File: config.mk
export PLATFORM = sky130hd
export DESIGN_NAME = mem_access_unit_flat
export DESIGN_NICKNAME = d
export VERILOG_FILES = /design/src/rtl/mem_access_unit_pkg.sv /design/src/rtl/mem_access_unit_if.sv /design/src/rtl/mem_access_unit_load_formatter.sv /design/src/rtl/mem_access_unit.sv /design/src/flat_wrapper.sv
export SDC_FILE = /design/constraint.sdc
export NUM_CORES = 1
export LEC_CHECK = 0
export ABC_CLOCK_PERIOD_IN_PS = 3390
export CORE_ASPECT_RATIO = 1.25
export CORE_MARGIN = 2
export CORE_UTILIZATION = 45
export CTS_CLUSTER_SIZE = 16
export DETAILED_ROUTE_END_ITERATION = 10
export PLACE_DENSITY = 0.91
export RECOVER_POWER = 100
export SYNTH_ARGS = -nofsm -noshare
export SYNTH_HDL_FRONTEND = slang
export SYNTH_SLANG_ARGS = --single-unit
File: constraint.sdc
create_clock -name clk -period 3.39 [get_ports clk]
set_clock_uncertainty 0.2 [all_clocks]
set_input_delay 0.678 -clock clk [delete_from_list [all_inputs] [get_ports clk]]
set_output_delay 0.678 -clock clk [all_outputs]
set_load 0.01 [all_outputs]
File: src/rtl/mem_access_unit_pkg.sv
// Shared definitions for the memory access unit.
//   - funct3 encodings for load/store size and sign
//   - FSM state encoding
//   - default wait budget before a data-memory access is declared faulty
//   - latched request record and small decode helpers
package mem_pkg;

    localparam int MAX_WAIT_DEFAULT = 15;

    // funct3 load/store encodings
    localparam logic [2:0] F3_B  = 3'b000;
    localparam logic [2:0] F3_H  = 3'b001;
    localparam logic [2:0] F3_W  = 3'b010;
    localparam logic [2:0] F3_BU = 3'b100;
    localparam logic [2:0] F3_HU = 3'b101;

    typedef enum logic [1:0] {
        ST_IDLE = 2'd0,
        ST_REQ  = 2'd1,
        ST_RESP = 2'd2
    } state_t;

    // Everything the bus and the load formatter need, latched at issue so the
    // bus stays stable while the memory is slow.
    typedef struct packed {
        logic        is_load;
        logic        we;
        logic [31:0] addr;
        logic [31:0] wdata;
        logic [3:0]  be;
        logic [2:0]  f3;
        logic [1:0]  lo;
    } req_t;

    // Unsigned load variants exist only for loads.
    function automatic logic funct3_legal(input logic [2:0] f3, input logic is_store);
        case (f3)
            F3_B, F3_H, F3_W: return 1'b1;
            F3_BU, F3_HU:     return !is_store;
            default:          return 1'b0;
        endcase
    endfunction

    function automatic logic misaligned(input logic [2:0] f3, input logic [1:0] lo);
        case (f3[1:0])
            2'b01:   return lo[0];
            2'b10:   return (lo != 2'b00);
            default: return 1'b0;
        endcase
    endfunction

    function automatic logic [3:0] lane_mask(input logic [2:0] f3, input logic [1:0] lo);
        case (f3[1:0])
            2'b00:   return 4'b0001 << lo;
            2'b01:   return 4'b0011 << {lo[1], 1'b0};
            default: return 4'b1111;
        endcase
    endfunction

endpackage

File: src/rtl/mem_access_unit_if.sv
// Data-memory request/response bus.
//   master (memory access unit): req, we, addr (word aligned), wdata, be
//   slave  (data memory):        ack, rdata (valid while ack=1)
interface mem_access_unit_if;
    logic        req;
    logic        we;
    logic [31:0] addr;
    logic [31:0] wdata;
    logic [3:0]  be;
    logic        ack;
    logic [31:0] rdata;

    modport master (output req, we, addr, wdata, be, input ack, rdata);
    modport slave  (input req, we, addr, wdata, be, output ack, rdata);
endinterface

File: src/rtl/mem_access_unit_load_formatter.sv
// load_formatter: selects the addressed byte/halfword from a 32-bit read word
// and sign- or zero-extends it according to funct3. Purely combinational.
//   rdata_i   : raw word from data memory
//   funct3_i  : load size/sign
//   addr_lo_i : byte address bits [1:0]
//   data_o    : register-ready load result
module load_formatter
    import mem_pkg::*;
(
    input  logic [31:0] rdata_i,
    input  logic [2:0]  funct3_i,
    input  logic [1:0]  addr_lo_i,
    output logic [31:0] data_o
);

    logic [7:0]  lane [4];
    logic [7:0]  byte_sel;
    logic [15:0] half_sel;

    for (genvar gi = 0; gi < 4; gi++) begin : g_lane
        assign lane[gi] = rdata_i[8*gi +: 8];
    end

    assign byte_sel = lane[addr_lo_i];
    assign half_sel = addr_lo_i[1] ? rdata_i[31:16] : rdata_i[15:0];

    always_comb begin
        data_o = rdata_i;
        case (funct3_i)
            F3_B:    data_o = {{24{byte_sel[7]}}, byte_sel};
            F3_BU:   data_o = {24'h0, byte_sel};
            F3_H:    data_o = {{16{half_sel[15]}}, half_sel};
            F3_HU:   data_o = {16'h0, half_sel};
            default: data_o = rdata_i;
        endcase
    end

endmodule

File: src/rtl/mem_access_unit.sv
// mem_access_unit: MEM-stage controller between the EX/MEM register and a
// data memory with a variable-latency ack handshake.
//   clk, reset            : clock, synchronous active-high reset
//   ex_*                  : EX/MEM slot contents
//   dmem (master)         : data-memory bus
//   mem_data_mem/addr/we  : MEM/WB register inputs
//   stall                 : freezes IF..EX/MEM while an access is outstanding
//   mem_fault             : one-cycle fault pulse (illegal access or timeout)
//
// Non-memory ops pass straight through with no latency. A legal memory op
// raises dmem.req in the cycle it is presented (that cycle is the first request
// cycle, so an ack there completes the access), then holds the latched request
// in REQ until ack or until MAX_WAIT REQ cycles pass without one. RESP presents
// the result for one unstalled cycle.
module mem_access_unit
    import mem_pkg::*;
#(
    parameter int MAX_WAIT = MAX_WAIT_DEFAULT
) (
    input  logic               clk,
    input  logic               reset,
    input  logic               ex_valid,
    input  logic [31:0]        ex_alu_result,
    input  logic [31:0]        ex_store_data,
    input  logic [4:0]         ex_rd_addr,
    input  logic               ex_rd_we,
    input  logic               ex_mem_read,
    input  logic               ex_mem_write,
    input  logic [2:0]         ex_funct3,
    mem_access_unit_if.master  dmem,
    output logic [31:0]        mem_data_mem,
    output logic [4:0]         mem_addr_mem,
    output logic               mem_we_mem,
    output logic               stall,
    output logic               mem_fault
);

    localparam int CNT_W = $clog2(MAX_WAIT + 1);

    state_t      state_q,   state_d;
    logic [CNT_W-1:0] cnt_q, cnt_d;
    logic [31:0] result_q,  result_d;
    logic        timeout_q, timeout_d;
    req_t        req_q,     req_d;

    req_t        issue;
    req_t        cur;
    logic        is_mem;
    logic        op_fault;
    logic        op_issue;
    logic        drive_bus;
    logic [31:0] fmt_data;

    // Decode of the instruction currently in EX/MEM.
    assign is_mem   = ex_valid & (ex_mem_read | ex_mem_write);
    assign op_fault = is_mem & ((ex_mem_read & ex_mem_write)
                              | !funct3_legal(ex_funct3, ex_mem_write)
                              | misaligned(ex_funct3, ex_alu_result[1:0]));
    assign op_issue = is_mem & !op_fault;

    always_comb begin
        issue         = '0;
        issue.is_load = ex_mem_read;
        issue.we      = ex_mem_write;
        issue.addr    = {ex_alu_result[31:2], 2'b00};
        issue.be      = lane_mask(ex_funct3, ex_alu_result[1:0]);
        issue.f3      = ex_funct3;
        issue.lo      = ex_alu_result[1:0];
        if (ex_mem_write) begin
            case (ex_funct3[1:0])
                2'b00:   issue.wdata = {4{ex_store_data[7:0]}};
                2'b01:   issue.wdata = {2{ex_store_data[15:0]}};
                default: issue.wdata = ex_store_data;
            endcase
        end
    end

    // In REQ the latched copy drives the bus so it cannot move before ack.
    assign cur = (state_q == ST_REQ) ? req_q : issue;

    load_formatter u_load_formatter (
        .rdata_i   (dmem.rdata),
        .funct3_i  (cur.f3),
        .addr_lo_i (cur.lo),
        .data_o    (fmt_data)
    );

    always_comb begin
        state_d      = state_q;
        cnt_d        = cnt_q;
        result_d     = result_q;
        timeout_d    = timeout_q;
        req_d        = req_q;
        drive_bus    = 1'b0;
        mem_data_mem = ex_alu_result;
        mem_addr_mem = ex_rd_addr;
        mem_we_mem   = 1'b0;
        stall        = 1'b0;
        mem_fault    = 1'b0;
        dmem.req     = 1'b0;
        dmem.we      = 1'b0;
        dmem.addr    = '0;
        dmem.wdata   = '0;
        dmem.be      = '0;

        unique case (state_q)
            ST_IDLE: begin
                if (op_fault) begin
                    // Illegal access never reaches memory and does not stall.
                    mem_fault = 1'b1;
                end else if (op_issue) begin
                    drive_bus = 1'b1;
                    stall     = 1'b1;
                    req_d     = issue;
                    cnt_d     = '0;
                    timeout_d = 1'b0;
                    if (dmem.ack) begin
                        result_d = issue.is_load ? fmt_data : 32'h0;
                        state_d  = ST_RESP;
                    end else begin
                        state_d  = ST_REQ;
                    end
                end else begin
                    mem_we_mem = ex_valid & ex_rd_we;
                end
            end

            ST_REQ: begin
                drive_bus = 1'b1;
                stall     = 1'b1;
                if (dmem.ack) begin
                    result_d = req_q.is_load ? fmt_data : 32'h0;
                    state_d  = ST_RESP;
                end else if (cnt_q == CNT_W'(MAX_WAIT - 1)) begin
                    // This is the MAX_WAIT-th REQ cycle without ack.
                    timeout_d = 1'b1;
                    result_d  = 32'h0;
                    state_d   = ST_RESP;
                end else begin
                    cnt_d = cnt_q + CNT_W'(1);
                end
            end

            ST_RESP: begin
                mem_data_mem = result_q;
                mem_we_mem   = req_q.is_load & ex_rd_we & !timeout_q;
                mem_fault    = timeout_q;
                state_d      = ST_IDLE;
            end

            default: state_d = ST_IDLE;
        endcase

        if (drive_bus) begin
            dmem.req   = 1'b1;
            dmem.we    = cur.we;
            dmem.addr  = cur.addr;
            dmem.wdata = cur.wdata;
            dmem.be    = cur.be;
        end
    end

    always_ff @(posedge clk) begin
        if (reset) begin
            state_q   <= ST_IDLE;
            cnt_q     <= '0;
            result_q  <= '0;
            timeout_q <= 1'b0;
            req_q     <= '0;
        end else begin
            state_q   <= state_d;
            cnt_q     <= cnt_d;
            result_q  <= result_d;
            timeout_q <= timeout_d;
            req_q     <= req_d;
        end
    end

endmodule

File: src/flat_wrapper.sv
// flat-port wrapper written by rule: the top's interface ports become plain ports
module mem_access_unit_flat import mem_pkg::*;
#(
    parameter int MAX_WAIT = MAX_WAIT_DEFAULT
)
  (clk, reset, ex_valid, ex_alu_result, ex_store_data, ex_rd_addr, ex_rd_we, ex_mem_read, ex_mem_write, ex_funct3, mem_data_mem, mem_addr_mem, mem_we_mem, stall, mem_fault, dmem_req, dmem_we, dmem_addr, dmem_wdata, dmem_be, dmem_ack, dmem_rdata);
  mem_access_unit_if dmem_i ();
  input  logic clk;
  input  logic reset;
  input  logic ex_valid;
  input  logic [31:0] ex_alu_result;
  input  logic [31:0] ex_store_data;
  input  logic [4:0] ex_rd_addr;
  input  logic ex_rd_we;
  input  logic ex_mem_read;
  input  logic ex_mem_write;
  input  logic [2:0] ex_funct3;
  output logic [31:0] mem_data_mem;
  output logic [4:0] mem_addr_mem;
  output logic mem_we_mem;
  output logic stall;
  output logic mem_fault;
  output wire logic [$bits(dmem_i.req)-1:0] dmem_req;
  output wire logic [$bits(dmem_i.we)-1:0] dmem_we;
  output wire logic [$bits(dmem_i.addr)-1:0] dmem_addr;
  output wire logic [$bits(dmem_i.wdata)-1:0] dmem_wdata;
  output wire logic [$bits(dmem_i.be)-1:0] dmem_be;
  input wire logic [$bits(dmem_i.ack)-1:0] dmem_ack;
  input wire logic [$bits(dmem_i.rdata)-1:0] dmem_rdata;
  assign dmem_req = dmem_i.req;
  assign dmem_we = dmem_i.we;
  assign dmem_addr = dmem_i.addr;
  assign dmem_wdata = dmem_i.wdata;
  assign dmem_be = dmem_i.be;
  assign dmem_i.ack = dmem_ack;
  assign dmem_i.rdata = dmem_rdata;
  mem_access_unit #(.MAX_WAIT(MAX_WAIT)) u_core (.clk(clk), .reset(reset), .ex_valid(ex_valid), .ex_alu_result(ex_alu_result), .ex_store_data(ex_store_data), .ex_rd_addr(ex_rd_addr), .ex_rd_we(ex_rd_we), .ex_mem_read(ex_mem_read), .ex_mem_write(ex_mem_write), .ex_funct3(ex_funct3), .dmem(dmem_i), .mem_data_mem(mem_data_mem), .mem_addr_mem(mem_addr_mem), .mem_we_mem(mem_we_mem), .stall(stall), .mem_fault(mem_fault));
endmodule
# Word level (Yosys, flattened, before mapping)
# Cells that the tools add are included.
totals:
  regBits: 112
  output_inout_bits: 110
op_classes:
  mux: 49
  n_eq_ne: 19
  n_lt_le_gt_ge: 1
  n_shift: 2
  n_reduce_logical: 17
  addsub: 1
  n_bitwise: 12
op_table:
  columns: ["cell", "count"]
  rows:
  - ["$mux W32", 11]
  - ["$pmux W32 S2", 2]
  - ["$pmux W32 S4", 1]
  - ["$mux W74", 1]
  - ["$mux W4", 5]
  - ["$bmux W8 S2", 1]
  - ["$mux W16", 1]
  - ["$mux W8", 2]
  - ["$pmux W4 S2", 2]
  - ["$reduce_and A5 Y1", 3]
  - ["$eq A3 B3 Y1 const B", 4]
  - ["$pmux W1 S2", 6]
  - ["$mux W1", 11]
  - ["$mux W2", 5]
  - ["$ne A2 B2 Y1 const B", 5]
  - ["$and A1 B1 Y1", 7]
  - ["$eq A3 B1 Y1 const B", 2]
  - ["$logic_not A3 Y1", 2]
  - ["$reduce_and A3 Y1", 2]
  - ["$add A4 B1 Y4 const B", 1]
  - ["$eq A2 B1 Y1 const B", 2]
  - ["$eq A2 B2 Y1 const B", 2]
  - ["$eq A4 B4 Y1 const B", 1]
  - ["$logic_not A1 Y1", 4]
  - ["other kinds (14)", 18]

# Longest topological paths before layout
# Gate-level depths: netlist of run 1.
depth:
  word_depth: 14
  mapped_depth: 11

# Cells and area by module
# Synthesis of run 1 repeated with hierarchy kept, for this count alone.
unflattened:
  cells_unflattened: 932
  area_unflattened_um2: 6745.2
modules_own_cells:
  columns: ["mod", "cells_per_inst", "area_per_inst_um2", "instances", "seq_area_each_um2"]
  rows:
  - ["mem_access_unit", 823, 6117.1, 1, 2242.2]
  - ["load_formatter", 109, 628.1, 1, 0.0]

# Least setup slack after synthesis of run 1
# No wires, ideal clock.
synth_timing:
  kind: "input port to output port"
  startpoint: "in ex_funct3[1]"
  endpoint: "out dmem_be[2]"
  required_ns: 2.512
  slack_ns: 0.058
  stages: 9
  arrival_time_ns: 2.454
  n_path_buf: 4
  path_cell_list: "buf_2 > inv_1 > ha_1 > clkbuf_1 > nor2_1 > buf_1 > clkbuf_1 > a21oi_1 > o21ai_0"
synth_via:
  elab_chain_len: 13
synth_lines:
  columns: ["item", "line", "source"]
  rows:
  - ["start, declared", "flat_wrapper.sv:17", "input logic [2:0] ex_funct3;"]
  - ["$eq A3 B1 Y1, or another cell as far along", "mem_access_unit_pkg.sv:37", "case (f3)"]
  - ["$reduce_or A3 Y1 or $reduce_or A2 Y1 (tied branches)", "mem_access_unit_pkg.sv:37", null]
  - ["$pmux W1 S2", "mem_access_unit_pkg.sv:37", null]
  - ["$logic_not A1 Y1", "mem_access_unit.sv:57", "| !funct3_legal(ex_funct3, ex_mem_write)"]
  - ["$or A1 B1 Y1", "mem_access_unit.sv:57", null]
  - ["$or A1 B1 Y1", "mem_access_unit.sv:58", "| misaligned(ex_funct3, ex_alu_result[1:0]));"]
  - ["$and A1 B1 Y1", "mem_access_unit.sv:56", "assign op_fault = is_mem & ((ex_mem_read & ex_mem_write)"]
  - ["$logic_not A1 Y1", "mem_access_unit.sv:59", "assign op_issue = is_mem & !op_fault;"]
  - ["$and A1 B1 Y1", "mem_access_unit.sv:59", null]
  - ["$mux W1", "mem_access_unit.sv:111", "end else if (op_issue) begin"]
  - ["$mux W1", "mem_access_unit.sv:108", "if (op_fault) begin"]
  - ["$pmux W1 S2", "mem_access_unit.sv:106", "unique case (state_q)"]
  - ["$mux W4 *", "mem_access_unit.sv:154", "if (drive_bus) begin"]
  - ["end, declared", "flat_wrapper.sv:27", "output wire logic [$bits(dmem_i.be)-1:0] dmem_be;"]
# Mark *: on every way between the ends. The rest lies on a longest branch, timed or not.

# Worst setup path in the final report of run 1
layout_timing:
  startpoint: "in ex_alu_result[1]"
  endpoint: "out dmem_addr[4]"
layout_via:
  elab_chain_len: 10
layout_lines:
  columns: ["item", "line", "source"]
  rows:
  - ["start, declared", "flat_wrapper.sv:11", "input logic [31:0] ex_alu_result;"]
  - ["$reduce_bool A2 Y1 *", "mem_access_unit_pkg.sv:47", "2'b10: return (lo != 2'b00);"]
  - ["$pmux W1 S2 *", "mem_access_unit_pkg.sv:45", "case (f3[1:0])"]
  - ["$or A1 B1 Y1 *", "mem_access_unit.sv:58", null]
  - ["$and A1 B1 Y1 *", "mem_access_unit.sv:56", null]
  - ["$logic_not A1 Y1", "mem_access_unit.sv:59", null]
  - ["$and A1 B1 Y1", "mem_access_unit.sv:59", null]
  - ["$mux W1", "mem_access_unit.sv:111", null]
  - ["$mux W1 *", "mem_access_unit.sv:108", null]
  - ["$pmux W1 S2 *", "mem_access_unit.sv:106", null]
  - ["$mux W32 *", "mem_access_unit.sv:154", null]
  - ["end, declared", "flat_wrapper.sv:25", "output wire logic [$bits(dmem_i.addr)-1:0] dmem_addr;"]
# Marks and branches as above.

==> flow_metrics.tcl, run 1 <==
set metrics [dict create \
    ys_seq_elements 112 \
    numPortBuffers 208 \
    seq_area_frac_synth_pct 36.7 \
    vdd_ir_drop_max_mv 0.232 \
    syn_area_um2 6110 \
    fmax_ghz 0.298 \
    syn_inst 826 \
    routedWlPerCell_um 18.5 \
    rows 47 \
    grt.total_usage_pct 30.6 \
    required_ps 2510 \
    cts_tree "done" \
    cp_cell_sequence "clkdlybuf4s50_1 -> nand3_1 -> o2111ai_4 -> buf_6 -> nor2_4 -> buf_6 -> buf_12 -> nand2_1 -> nand2_1 -> buf_2" \
    avgSynthCellArea_um2 7.39 \
    final_layout_size_suffix_gt1_share_pct 24.9 \
    pwr_density_cell_nw_per_um2 343 \
    initial_core_util_pct 46.1 \
    drt_iter0_markers 519 \
    drc_errors 0 \
    maxCapViolCount 1 \
    slowest_delay_ps 500 \
    fin_crit_ps 3360 \
    area_delta_synth_final_pct 51.6 \
    overflow 0 \
    status "complete, but fails checks" \
    tns_ps 0 \
    grt_pass1_vias 6906 \
    cts.sink_count 112 \
    die_x_um 108 \
    finalHoldViolations 0 \
    cp-end-kind "primary output" \
    tightest_slew_ps 1520 \
    regArea_um2 2240 \
    hpwl_um 15200 \
    core_area_um2 13200 \
    crit_arrival_ps 2480 \
    max_slew_margin_pct -1.33 \
    ios 221 \
    synth_edf_count 0 \
    min_path_type "flip-flop to flip-flop" \
    postRouteWirelength_um 23100 \
    cp-start-kind "primary input" \
    dieHeight_um 134 \
    grt_pass1_wl_um 34800 \
    slew_violations 77 \
    p_leak_nw 4.00 \
    cts_buffer_depth 2 \
    synth_cell_types 53 \
    criticalPathCategory "primary input to primary output" \
    multi_input_area_um2 3680 \
    vias 7178 \
    utilization_pct 70.0 \
    cp_max_fo 8 \
    ctsHoldBuffers 0 \
    cts_root_buf "clkbuf_16" \
    clk_latency_ps 350 \
    place.gp.congestion 0.930 \
    firstDrtPassIters 7 \
    ys_warn_count 0 \
    antenna_found_initial 2 \
    viasPerCell 5.74 \
    fillers 988 \
    numCtsBuffers 9 \
    slowest_stage "clkdlybuf4s50_1" \
    async_reset_ff_share_pct 0 \
    nNetsFinal 1191 \
    ant_nets 0 \
    grt_max_degree 82 \
    hold-worst-slack_ps 256 \
    setup_viol 0 \
    ys.flop_type "dfxtp_1" \
    htreeDepth 3 \
    period_share_pct 99.1 \
    cts.clk_slew.worst_paths_ps 70 \
    die_area_um2 14500 \
    violations "max-capacitance violations, max-slew violations" \
]
cells in the mapped netlist (all sizes together), types with 3 or more instances:
cell type  number  area [um^2]
buf            46          259
or3             3         18.8
a211oi          4         30.0
nor3b           4         30.0
xor2            3         26.3
nor2           29          109
nand3           6         30.0
nor3            9         45.0
nand2         292         1100
dfxtp         112         2240
a32oi           7         61.3
nand2b          8         50.1
o21ai          57          285
mux2i          10          100
a21oi          75          375
a22oi          22          165
mux2           47          541
a22o           15          131
clkbuf         26         98.8
inv             7         26.3
ha              5         62.6
o22ai           7         43.8
cell usage in the layout, fill, tap and decap left out, types with 3 or more instances in the layout:
| cell | instances |
|---|---|
| o21ai_1 | 4 |
| nor3_1 | 8 |
| o21ai_0 | 52 |
| xor2_1 | 3 |
| clkbuf_16 | 9 |
| nand2_2 | 19 |
| nand2_4 | 8 |
| nand2_1 | 265 |
| nand3_1 | 4 |
| buf_2 | 48 |
| buf_4 | 82 |
| o22ai_1 | 7 |
| a211oi_1 | 3 |
| mux2i_1 | 10 |
| a21oi_1 | 75 |
| dfxtp_1 | 112 |
| clkinv_4 | 3 |
| clkdlybuf4s50_1 | 135 |
| dlygate4sd2_1 | 3 |
| nor2_1 | 28 |
| buf_6 | 15 |
| a32oi_1 | 7 |
| a22o_1 | 15 |
| clkdlybuf4s15_2 | 12 |
| buf_12 | 9 |
| nor3b_1 | 4 |
| nand2b_1 | 8 |
| a22oi_1 | 22 |
| mux2_1 | 7 |
| inv_1 | 5 |
| mux2_2 | 39 |
worst paths after layout:
check             cells after the start  slack, ps                           start                                to
setup / recovery                     10         30                ex_alu_result[1]                      dmem_addr[4]
setup reg to reg                      6        380  u_core.state_q[1]$_SDFFE_PP0P_  u_core.result_q[14]$_SDFFE_PP0P_
hold reg to reg                       2        260   u_core.req_q[38]$_SDFFE_PP0P_     u_core.req_q[38]$_SDFFE_PP0P_
hold / removal                        2        260   u_core.req_q[38]$_SDFFE_PP0P_     u_core.req_q[38]$_SDFFE_PP0P_
state kept, by name, summed over array words and instances, names as in the netlist:
register / cells
u_core.req_q: 73
u_core.result_q: 32
u_core.cnt_q: 4
u_core.state_q: 2
u_core.timeout_q: 1
cells by family after synthesis:
family / synth area share [%]
buffers and inverters: 6.29
xor gates and xnor gates: 0.430
DFF: 36.7
and+or+nand+nor: 23.9
muxes: 10.5
other: 0.0614
AOI/OAI and AO/OA: 21.1
adders and majority gates: 1.02
per-layer routing:
layer	wire [um]	GRT usage, %	vias to the layer above	part of all wire (%)
met5	12	0	-	0.052
met3	2160	8.21	95	9.3
met4	1180	16.5	2	5.1
li1	-	-	3309	-
met1	8030	32.4	3378	35
met2	11700	54.5	394	51
final cells by class:
| type | count | area share, % |
|---|---|---|
| Inverter | 7 | 0.311 |
| Sequential cell | 112 | 24.2 |
| Clock buffer | 9 | 2.43 |
| Antenna cell | 1 | 0.0270 |
| Tap cell | 171 | 2.31 |
| Timing Repair Buffer | 309 | 30.2 |
| Multi-Input combinational cell | 636 | 39.7 |
| Clock inverter | 6 | 0.824 |
what timing repair did:
action	CTS	global route
setup buffers	15	7
endpoints found under the setup margin	70	68
gates cloned	4	1
pin swaps	6	11
endpoints found under the hold margin	0	0
resized for setup	294	51
stage by stage:
stage	setup slack (ps)	power [W]	instance area [um^2]	instances
detailed placement	-749	0.00204	8750	1212
CTS	-10.7	0.00316	9200	1246
floorplan	57.9	0.00168	6110	827
global placement	-644	0.00203	8750	1212
finish	29.9	0.00317	9260	1251
global route	-30.5	0.00328	9260	1250
critical path, delay by kind of cell:
family          cells  cell delay [ps]
buf+inv             5             1100
compound gates      1              180
simple gates        4              510
report_power, final:
part	switching, W	internal, W
clock	0.000526	0.000582
sequential	0.0000197	0.00135
combinational	0.000340	0.000360
total	0.000885	0.00229
Power figures use the tool's default switching activity.
==> run 2, diff against run 1 <==
--- a/config.mk
+++ b/config.mk
@@ -7,7 +7,7 @@
 export LEC_CHECK = 0
 export ABC_CLOCK_PERIOD_IN_PS = 3390
 export CORE_ASPECT_RATIO = 1.25
-export CORE_MARGIN = 2
+export CORE_MARGIN = 8
 export CORE_UTILIZATION = 45
 export CTS_CLUSTER_SIZE = 16
 export DETAILED_ROUTE_END_ITERATION = 10
==> constraint.sdc (replaced) <==
create_clock -name clk -period 3.39 [get_ports clk]
set_clock_uncertainty 0.2 [all_clocks]
set_input_delay 0.339 -clock clk [delete_from_list [all_inputs] [get_ports clk]]
set_output_delay 0.339 -clock clk [all_outputs]
set_load 0.01 [all_outputs]
==> flow_metrics.tcl, run 2 (synthesis gave the netlist of run 1 again) <==
set metrics [dict create \
    hpwl_um 16200 \
    numCtsBuffers 9 \
    vdd_ir_drop_max_mv 0.302 \
    period_share_pct 97.3 \
    layout_commonest_cell "nand2_1" \
    cts.clk_slew.worst_paths_ps 70 \
    min_path_type "flip-flop to flip-flop" \
    vias 6820 \
    slowest_delay_ps 540 \
    cts_root_buf "clkbuf_16" \
    hold-worst-slack_ps 256 \
    cts.sink_count 112 \
    nNetsFinal 1148 \
    rsz0062_at_grt "true" \
    slew_violations 0 \
    grt_pass1_vias 6445 \
    final_layout_size_suffix_gt1_share_pct 12.2 \
    viasPerCell 5.65 \
    antenna_cells 0 \
    cp_cell_sequence "clkdlybuf4s50_1 -> inv_1 -> ha_1 -> o211ai_1 -> o2111ai_2 -> nor2_4 -> buf_12 -> clkbuf_16 -> nand2_1 -> nand2_1 -> clkdlybuf4s50_1" \
    htreeDepth 3 \
    biggestRegsByFlops "u_core.req_q x73, u_core.result_q x32, u_core.cnt_q x4" \
    tns_ps 0 \
    cp-start-kind "primary input" \
    drt_iter0_markers 509 \
    status "finished, final reports clean" \
    die_area_um2 17600 \
    grt_pass1_wl_um 34300 \
    postRouteWirelength_um 22700 \
    initial_core_util_pct 46.1 \
    core_area_um2 13200 \
    grt_max_degree 50 \
    utilization_pct 67.9 \
    routedWlPerCell_um 18.8 \
    fin_ws_ps 92.8 \
    antenna_found_initial 0 \
    cts_tree "done" \
    drc_errors 0 \
    rows 47 \
    fin_crit_ps 3300 \
    dieHeight_um 146 \
    pwr_density_cell_nw_per_um2 354 \
    cp_max_fo 9 \
    finalHoldViolations 0 \
    maxCapViolCount 0 \
    overflow 0 \
    slowest_stage "clkdlybuf4s50_1" \
    p_leak_nw 4.28 \
    critPathBufInv 5 \
    cp-end-kind "primary output" \
    crit_arrival_ps 2760 \
    fmax_ghz 0.303 \
    numPortBuffers 208 \
    firstDrtPassIters 5 \
    ant_nets 0 \
    tightest_slew_ps 737 \
    die_x_um 120 \
    required_ps 2850 \
    max_slew_margin_pct 50.7 \
    criticalPathCategory "primary input to primary output" \
    ios 221 \
    grt.total_usage_pct 24.1 \
    ctsHoldBuffers 0 \
    largest_reg_flops 73 \
    clk_latency_ps 350 \
    place.gp.congestion 0.905 \
    pre_cts_slack_ps -137 \
    area_delta_synth_final_pct 47.2 \
    cpLargestDelayFamily "buffers and inverters" \
    cts_buffer_depth 2 \
    regMostFlops "u_core.req_q" \
    final_cell_mix "nand2_1 (292), clkdlybuf4s50_1 (143), dfxtp_1 (112)" \
    setup_viol 0 \
]
[run 2: cell types whose count changed in the layout (fill, tap and decap cells not counted), moves of 4 or more]
| cell | delta |
|---|---|
| buf_12 | -4 |
| buf_2 | -47 |
| buf_4 | -31 |
| buf_6 | -15 |
| clkdlybuf4s15_2 | -12 |
| clkdlybuf4s50_1 | +8 |
| dlygate4sd2_1 | +30 |
| dlymetal6s2s_1 | +29 |
| nand2_1 | +27 |
| nand2_2 | -19 |
| nand2_4 | -8 |
[run 2: metrics by stage]
step                cells  power [W]  instance area (um^2)
floorplan             827    0.00168                  6110
global placement     1184    0.00201                  8510
detailed placement   1184    0.00202                  8510
CTS                  1202    0.00318                  8810
global route         1208    0.00330                  8990
finish               1208    0.00318                  8990
[run 2: area by class of cell]
type	count	area [um^2]
inverter	7	26.3
tap	171	214
sequential	112	2240
fill	1014	4250
multi-input combinational	636	3530
clock inverter	7	103
clock buffer	9	225
timing repair buffer	266	2650
[run 2: worst min-delay path: stages, from the launching register on]
cell and delay (ps):
dfxtp_1 310, nand2_1 50, a21oi_1 50
[run 2: power breakdown]
group	internal [W]	switching [W]	total, W	leakage (nW)
combinational	0.000329	0.000312	0.000641	3.21
sequential	0.00135	0.0000193	0.00136	0.905
clock	0.000658	0.000522	0.00118	0.162
total	0.00233	0.000853	0.00318	4.28
[run 2: worst paths after layout]
| kind | start | end | slack [ps] | depth (start not counted) |
|---|---|---|---|---|
| setup / recovery | ex_funct3[1] | dmem_addr[17] | 90 | 11 |
| hold / removal | u_core.req_q[20]$_SDFFE_PP0P_ | u_core.req_q[20]$_SDFFE_PP0P_ | 260 | 2 |
| setup reg to reg | u_core.state_q[0]$_SDFFE_PP0P_ | u_core.result_q[3]$_SDFFE_PP0P_ | 570 | 5 |
| hold reg to reg | u_core.req_q[20]$_SDFFE_PP0P_ | u_core.req_q[20]$_SDFFE_PP0P_ | 260 | 2 |
[run 2: timing repair]
item | in CTS | in global routing
pin swaps | 1 | 3
cloned | 0 | 2
setup buffers | 2 | 4
gates resized for setup | 34 | 33
endpoints found under the setup margin | 63 | 41
[run 2: layer usage]
metal | GRT usage (%) | share of wire (%) | vias up
met3 | 5.98 | 9.5 | 52
met4 | 11.5 | 3.9 | 0
met1 | 27.3 | 38 | 3181
met2 | 41.3 | 49 | 357
li1 | - | - | 3230
met5 | 0 | 0 | -
